--- src/rtl/fifo_pop_serializer_pkg.sv ---
// Shared types and line levels for the FIFO pop serializer.
// Imported by the serializer top and its bit timer.
package fifo_tx_pkg;

  typedef enum logic [2:0] {
    IDLE,
    WAIT,
    START,
    DATA,
    STOP
  } tx_state_e;

  localparam logic IDLE_LEVEL  = 1'b1;
  localparam logic START_LEVEL = 1'b0;
  localparam logic STOP_LEVEL  = 1'b1;

endpackage

--- src/rtl/fifo_pop_serializer_bit_timer.sv ---
// Baud counter for the serializer.
// tick marks the last cycle of each bit period.
module bit_timer
  import fifo_tx_pkg::*;
#(
  parameter int CLKS_PER_BIT = 4
) (
  input  logic clk,
  input  logic reset,
  input  logic clear,
  output logic tick,
  output logic tick_next
);

  localparam int CW = $clog2(CLKS_PER_BIT) + 1;
  localparam logic [CW-1:0] LAST = CW'(CLKS_PER_BIT - 1);

  logic [CW-1:0] baud_cnt;
  logic [CW-1:0] baud_cnt_d;

  // Count 0..CLKS_PER_BIT-1 and wrap; clear parks it at 0.
  always_comb begin
    baud_cnt_d = baud_cnt + CW'(1);
    if (clear || baud_cnt == LAST) begin
      baud_cnt_d = '0;
    end
  end

  assign tick      = (baud_cnt == LAST);
  assign tick_next = (baud_cnt_d == LAST);

  // Baud counter register.
  always_ff @(posedge clk or negedge reset) begin
    if (!reset) begin
      baud_cnt <= '0;
    end else begin
      baud_cnt <= baud_cnt_d;
    end
  end

endmodule

--- src/rtl/fifo_pop_serializer.sv ---
// FIFO read-side engine: pops one word per frame and sends it
// as start bit, WIDTH data bits LSB first, stop bit.
module fifo_pop_serializer
  import fifo_tx_pkg::*;
#(
  parameter int WIDTH        = 4,
  parameter int CLKS_PER_BIT = 4
) (
  input  logic             clk,
  input  logic             reset,
  input  logic             fifo_empty,
  input  logic [WIDTH-1:0] fifo_data,
  output logic             pop,
  input  logic             tx_en,
  output logic             serial_out,
  output logic             busy,
  output logic             frame_done
);

  localparam int BW = $clog2(WIDTH) + 1;
  localparam logic [BW-1:0] LAST_BIT = BW'(WIDTH - 1);

  tx_state_e state_q;
  tx_state_e state_d;

  logic [WIDTH-1:0] shift_q;
  logic [WIDTH-1:0] shift_d;
  logic [BW-1:0]    bit_q;
  logic [BW-1:0]    bit_d;

  logic pop_d;
  logic serial_d;
  logic busy_d;
  logic done_d;

  logic tick;
  logic tick_next;
  logic timer_clear;

  // Timer restarts so START always gets a full bit period.
  assign timer_clear = (state_q == IDLE) || (state_q == WAIT);

  bit_timer #(
    .CLKS_PER_BIT(CLKS_PER_BIT)
  ) u_bit_timer (
    .clk      (clk),
    .reset    (reset),
    .clear    (timer_clear),
    .tick     (tick),
    .tick_next(tick_next)
  );

  // State, shift register and bit counter registers.
  always_ff @(posedge clk or negedge reset) begin
    if (!reset) begin
      state_q <= IDLE;
      shift_q <= '0;
      bit_q   <= '0;
    end else begin
      state_q <= state_d;
      shift_q <= shift_d;
      bit_q   <= bit_d;
    end
  end

  // Next state plus shift/bit-count datapath.
  always_comb begin
    state_d = state_q;
    shift_d = shift_q;
    bit_d   = bit_q;
    unique case (state_q)
      IDLE: begin
        if (pop) state_d = WAIT;
      end
      WAIT: begin
        shift_d = fifo_data;
        bit_d   = '0;
        state_d = START;
      end
      START: begin
        if (tick) state_d = DATA;
      end
      DATA: begin
        if (tick) begin
          shift_d = shift_q >> 1;
          bit_d   = bit_q + BW'(1);
          if (bit_q == LAST_BIT) state_d = STOP;
        end
      end
      STOP: begin
        if (tick) state_d = IDLE;
      end
      default: state_d = IDLE;
    endcase
  end

  // Outputs are decoded from the coming state so the flops
  // line up with it; pop issues only from an idle cycle.
  always_comb begin
    pop_d    = (state_d == IDLE) && tx_en && !fifo_empty;
    busy_d   = (state_d != IDLE) || pop_d;
    done_d   = (state_d == STOP) && tick_next;
    serial_d = IDLE_LEVEL;
    unique case (state_d)
      START:   serial_d = START_LEVEL;
      DATA:    serial_d = shift_d[0];
      STOP:    serial_d = STOP_LEVEL;
      default: serial_d = IDLE_LEVEL;
    endcase
  end

  // Output registers.
  always_ff @(posedge clk or negedge reset) begin
    if (!reset) begin
      pop        <= 1'b0;
      serial_out <= IDLE_LEVEL;
      busy       <= 1'b0;
      frame_done <= 1'b0;
    end else begin
      pop        <= pop_d;
      serial_out <= serial_d;
      busy       <= busy_d;
      frame_done <= done_d;
    end
  end

endmodule

--- config.mk ---
export PLATFORM = sky130hd
export DESIGN_NAME = fifo_pop_serializer
export DESIGN_NICKNAME = d
export VERILOG_FILES = /design/src/rtl/fifo_pop_serializer_pkg.sv /design/src/rtl/fifo_pop_serializer_bit_timer.sv /design/src/rtl/fifo_pop_serializer.sv
export SDC_FILE = /design/constraint.sdc
export NUM_CORES = 1
export LEC_CHECK = 0
export ABC_CLOCK_PERIOD_IN_PS = 1500
export CORE_MARGIN = 4
export CORE_UTILIZATION = 25
export CTS_CLUSTER_DIAMETER = 120
export CTS_CLUSTER_SIZE = 40
export DETAILED_ROUTE_END_ITERATION = 10
export PLACE_DENSITY = 0.46
export SYNTH_ARGS = -nofsm -noshare
export SYNTH_HDL_FRONTEND = slang
export SYNTH_HIERARCHICAL = 1
export SYNTH_SLANG_ARGS = --single-unit
--- constraint.sdc ---
create_clock -name clk -period 1.5 [get_ports clk]
set_input_delay 0.3 -clock clk [delete_from_list [all_inputs] [get_ports clk]]
set_output_delay 0.3 -clock clk [all_outputs]
set_load 0.01 [all_outputs]
Word-level counts from Yosys, hierarchy flattened:

Cells that the tools add are included.

* bits in registers: 17

* eq/ne operators: 11
* reduce and logical (&&, ||, !) cells: 12
* add/subtract/negate cells: 2
* muxes and demuxes: 12

Operators by type and width (count)
* $eq A3 B2 Y1 const B: 7
* $mux W3: 7
* $pmux W3 S5: 1
* $pmux W4 S2: 1
* $add A3 B1 Y3 const B: 2
* $eq A3 B3 Y1 const B: 2
* $logic_not A3 Y1: 2
* $pmux W3 S2: 1
* $mux W4: 1
* $eq A3 B1 Y1 const B: 1
* $logic_and A1 B1 Y1: 3
* $logic_or A1 B1 Y1: 3
* $reduce_bool A3 Y1: 1
* $ne A2 B2 Y1 const B: 1
* $pmux W1 S2: 1
* $reduce_and A2 Y1: 1
* $reduce_bool A2 Y1: 1
* $logic_not A1 Y1: 1

Depth between registers and ports, before layout:

* depth in word-level cells: 8
* gate-level depth with buffers: 6

Modules after synthesis:

The synthesis kept the hierarchy.

By module, submodules not included
* fifo_pop_serializer: cells each 69, seq. area each 351.6 um2, area each 725.7 um2, times used 1
* bit_timer: cells each 10, seq. area each 75.1 um2, area each 135.1 um2, times used 1

Worst setup path before layout:

OpenSTA, ideal clock, no wires.

* path type: flip-flop to flip-flop
* start: register u_bit_timer.baud_cnt[0]
* end: register pop
* path buffers: 0
* arrival time: 1.499 ns
* data required time: 1.379 ns
* setup slack: -0.119 ns
* library setup time: 0.121 ns
* stages on the path, launching flop included: 6
* cell sequence: dfrtp_1 -> ha_1 -> ha_1 -> or4b_4 -> o21ai_1 -> nor2_1

* cells in the longest elaborated chain, start to end: 6
* elaborated cells between the ends (all ways): 8
* classes of those cells: eq/ne: 1; mux: 4; reduce/logical: 3

Ends and longest elaborated chain
* start: declaration: line fifo_pop_serializer_bit_timer.sv:18 `logic [CW-1:0] baud_cnt;`
* start signal: assignment: line fifo_pop_serializer_bit_timer.sv:37 `baud_cnt <= baud_cnt_d;`
* $eq A3 B2 Y1 (*): line fifo_pop_serializer_bit_timer.sv:29 `assign tick = (baud_cnt == LAST);`
* via tick: line fifo_pop_serializer.sv:36 `logic tick;`
* $mux W3 (on tied branches): line fifo_pop_serializer.sv:91, fifo_pop_serializer.sv:81, fifo_pop_serializer.sv:84
* $pmux W3 S5 (*): line fifo_pop_serializer.sv:71 `unique case (state_q)`
* $logic_not A3 Y1 (*): line fifo_pop_serializer.sv:100 `pop_d = (state_d == IDLE) && tx_en && !fifo_empty;`
* $logic_and A1 B1 Y1 (*) (2 in a row): line fifo_pop_serializer.sv:100
* via pop_d: line fifo_pop_serializer.sv:31 `logic pop_d;`
* end signal: assignment: line fifo_pop_serializer.sv:120 `pop <= pop_d;`
* end: declaration: line fifo_pop_serializer.sv:13 `output logic pop,`

The timed path passes the listed nets; every way through them passes the cells marked *.
A chain may end at the register's enable or synchronous reset.

Worst setup path after layout:

* start: register u_bit_timer.baud_cnt[0]
* end: register frame_done

* cells in the longest elaborated chain, start to end: 5
* elaborated cells between the ends (all ways): 11
* classes of those cells: add/sub: 1; eq/ne: 3; mux: 5; reduce/logical: 2

Ends and longest elaborated chain
* $eq A3 B2 Y1 (*): line fifo_pop_serializer_bit_timer.sv:29
* via tick: line fifo_pop_serializer.sv:36
* $mux W3 (on tied branches): line fifo_pop_serializer.sv:91, fifo_pop_serializer.sv:81, fifo_pop_serializer.sv:84
* $pmux W3 S5 (*): line fifo_pop_serializer.sv:71
* via state_d[2]: line fifo_pop_serializer.sv:24 `tx_state_e state_d;`
* $eq A3 B3 Y1 (*): line fifo_pop_serializer.sv:102 `done_d = (state_d == STOP) && tick_next;`
* $logic_and A1 B1 Y1 (*): line fifo_pop_serializer.sv:102
* via done_d: line fifo_pop_serializer.sv:34 `logic done_d;`
* end signal: assignment: line fifo_pop_serializer.sv:123 `frame_done <= done_d;`
* end: declaration: line fifo_pop_serializer.sv:17 `output logic frame_done`

Marks and branches as above.

==> out/qor.log <==
[status] run status finished, violations left
[status] violated checks setup timing
[clock_tree] register clock-pin slew on the reported worst setup and hold paths 0.11 ns
[setup_path] Critical Path Source Type flop
[setup_path] Worst EP arrival 1.80 ns
[logic_synthesis] Cell Area, Synth 861 um2
[clock_tree] clock insertion delay at the later pin of the skew report 0.30 ns
[sta] Max Transition Viols Final 0
[floorplan] core region area 3340 um2
[setup_path] CP delay by family, top simple AND/OR/NAND/NOR gates
[setup_path] CP endpoint kind flop
[clock_tree] clock tree sinks 17
[setup_path] critical setup path kind reg -> reg
[logic_synthesis] post-synthesis async set-or-reset flop share 100%
[floorplan] initial cell density of the core 25.8%
[placement] Post-Place Worst Slack -0.0869 ns
[cells_and_area] share of post-route cells with drive strength above 1 30.7%
[placement] HPWL after detailed placement 1300 um
[clock_tree] H-tree Lvls 1
[floorplan] die outline width 66.7 um
[sta] worst slew margin relative to its limit 80.0%
[pwr] sw frac 36.3%
[logic_synthesis] top area cells in the synthesized netlist dfrtp_1 47%, ha_1 5.8%, nand2b_1 3.6%
[pwr] sequential group share of total power 36.5%
[sta] PnR worst setup slack -0.0475 ns
[pwr] cell internal pwr 1290 uW
[sta] final setup violation count 5
[sta] Worst Max-Slew Pin Slew 0.296 ns
[drt] DR WL/cell 12.4 um
[cells_and_area] diodes inserted 0
[logic_synthesis] Yosys warning total 6
[logic_synthesis] count of unique library cells instantiated by Yosys 32
[sta] maximum clock rate 646 MHz
[pwr] overall power after layout 2030 uW
[floorplan] # IOs 12
[placement] Port Buffers 11
[sta] post-route worst hold slack 0.319 ns
[logic_synthesis] cell accounting for the most synthesized area dfrtp_1
[logic_synthesis] flop and latch count out of synthesis 17
[hold_path] class of the tightest hold or removal check in -> async
[cells_and_area] end-of-flow core utilization 35.4%
[pwr] share of total power in combinational logic 50.9%
[logic_synthesis] most used standard cells in the synthesized netlist 16 x dfrtp_1, 6 x nor3_1, 5 x inv_1, 5 x nand2b_1
[run] number of max-cap violations 0
[drt] drt drc 0
[cells_and_area] count of fill cells added during filler insertion 359
[global_route] antenna violations before repair 0
[global_route] via count of the first global-routing pass 642
[sta] minimum clock period after layout 1.55 ns
[pwr] Clk pwr share 12.6%
[logic_synthesis] sequential cell area fraction in the yosys report 49.6%
[setup_path] slowest stage delay, CP 0.51 ns
[setup_path] Buf/Inv on CP 0
[drt] number of antenna-violating nets in the routed design 0
[logic_synthesis] Synth top area share 46.5%
[floorplan] vertical die dimension 66.7 um
[cells_and_area] number of nets in the final layout 114
[drt] via density per instance 4.46
[pwr] PwrDens 1720 nW/um2
[sta] Fin Setup TNS -0.123 ns
[global_route] overall global routing resource usage 10.1%
[clock_tree] Clk Tree Root Cell clkbuf_4
[setup_path] sequence of cells on the critical path ha_2 > ha_4 > or4b_4 > o21ai_4 > and2_4
[setup_path] largest fanout of any net on the critical path 5
[drt] routed vias 656
[clock_tree] maximum count of clock buffers along a single path 2
[setup_path] depth of the most critical reg-to-reg path 5
[clock_tree] number of buffers inserted during clock tree synthesis 3
[setup_path] Worst R2R End frame_done
[global_route] first-pass GRT wire length 3220 um
[drt] wire length reported by the detailed router 1820 um
[cells_and_area] area growth from synthesis to layout 37.2%
[sta] count of endpoints failing hold in the final timing report 0
[sta] Fin Clk Skew 0.00894 ns
[global_route] remaining global-route overflow 0
[sta] RSZ-0062 raised after global routing yes
[drt] first drt pass iteration count 4
[global_route] largest net degree at the start of global routing 18
[pwr] VDD IR max 0.647 mV
[placement] Placer Congestion 0.816
[logic_synthesis] post-synthesis average cell area 10.9 um2
[logic_synthesis] most instantiated library cell after synthesis dfrtp_1
[sta] Final Cycle Share 103%
[logic_synthesis] EDFF count, synth 0
[clock_tree] CTS tree yes
[drt] number of DRC markers after the initial detailed-route iteration 17
[pwr] Lkg Pwr 0.000560 uW
[floorplan] # rows 21
[setup_path] standard cell with the maximum stage delay on the critical path or4b_4
[logic_synthesis] number of nets in the synthesized netlist 91
[setup_path] critical path data required time 1.75 ns
[logic_synthesis] commonest register cell after synthesis dfrtp_1
[logic_synthesis] instance count of the mapped netlist 79
[setup_path] launch point of the worst reg-to-reg path u_bit_timer/baud_cnt[0]
[clock_tree] total of hold buffers inserted after clock tree synthesis 0
[pwr] switching power total 736 uW
[floorplan] full die area 4450 um2
[setup_path] setup slack of the worst register-to-register path -0.05 ns
-- stage by stage --
| stage | cells | area, um2 |
|---|---|---|
| 6_report | 147 | 1180 |
| 3_3_place_gp | 139 | 1070 |
| 3_5_place_dp | 139 | 1070 |
| 2_1_floorplan | 79 | 880 |
| 5_1_grt | 147 | 1180 |
| 4_1_cts | 147 | 1160 |
-- placed cells by master (no fill, tap or decap), types with 2 or more instances in the layout --
| master | n |
|---|---|
| clkdlybuf4s50_1 | 7 |
| nor2_1 | 4 |
| dlygate4sd2_1 | 2 |
| inv_1 | 5 |
| o22ai_1 | 4 |
| dlymetal6s2s_1 | 2 |
| dfrtp_1 | 16 |
| nor3_1 | 6 |
| ha_1 | 2 |
| buf_4 | 11 |
| clkbuf_4 | 3 |
| nand2_1 | 2 |
| and3b_1 | 2 |
| nand3_1 | 2 |
| o21ai_2 | 2 |
| a21oi_1 | 3 |
| nand2b_1 | 4 |
| a22o_1 | 3 |
-- final cells by class --
cell class              instances  area [um2]  area share, %
multi-input cells              51         442           37.4
flip-flops and latches         17         427           36.1
repair buffers                 23         206           17.5
well taps                      46        57.6           4.87
clock buffers                   4        26.3           2.22
inverters                       6        22.5           1.91
-- layer usage --
layer / vias to the layer above / GRT usage, % / routed length (um) / share of wire, %
met1: 311 / 13.9 / 897 / 49
met4: 0 / 4.57 / 29 / 1.6
met3: 4 / 3.54 / 72 / 4.0
met5: - / 0 / 0 / 0
li1: 327 / - / - / -
met2: 14 / 13.9 / 822 / 45
-- what timing repair did --
action,CTS,global route
setup endpoints to repair,5,8
pin swaps,5,4
cloned,0,0
setup buffers,4,0
resized for setup,8,5
-- worst max-delay path by stage --
stage	from	end	slack, ns	cells after the start
2_1_floorplan	u_bit_timer/baud_cnt[0]	shift_q[0]	0.03	5
3_3_place_gp	u_bit_timer/baud_cnt[0]	serial_out	-0.12	6
3_5_place_dp	u_bit_timer/baud_cnt[0]	serial_out	-0.09	6
4_1_cts	u_bit_timer/baud_cnt[0]	frame_done	-0.05	5
5_1_grt	u_bit_timer/baud_cnt[0]	shift_q[0]	-0.11	5
6_report	u_bit_timer/baud_cnt[0]	frame_done	-0.05	5
-- kinds of logic (layout without fill, tap and decap cells) --
kind of cell	Yosys count	in the layout	share of synthesized area [%]
fa+ha+maj	4	4	5.81
simple gates	27	27	20.2
compound gates	19	19	16.0
buf+inv	11	33	7.12
flops	17	17	49.6
mux	1	1	1.31
-- power by group through the flow --
| stage | clock (uW) | combinational [uW] | sequential [uW] |
|---|---|---|---|
| global route | 287 | 1170 | 758 |
| finish | 255 | 1030 | 740 |
| global placement | 0 | 888 | 739 |
| detailed placement | 0 | 897 | 745 |
| CTS | 274 | 1030 | 740 |
| floorplan | 0 | 663 | 719 |
-- flip-flops by register name (all words and copies together) (netlist names) --
signal,cells
shift_q,4
bit_q,3
state_q,3
u_bit_timer/baud_cnt,3
busy,1
frame_done,1
pop,1
serial_out,1
Note: power is estimated with default switching activity, not from simulation.
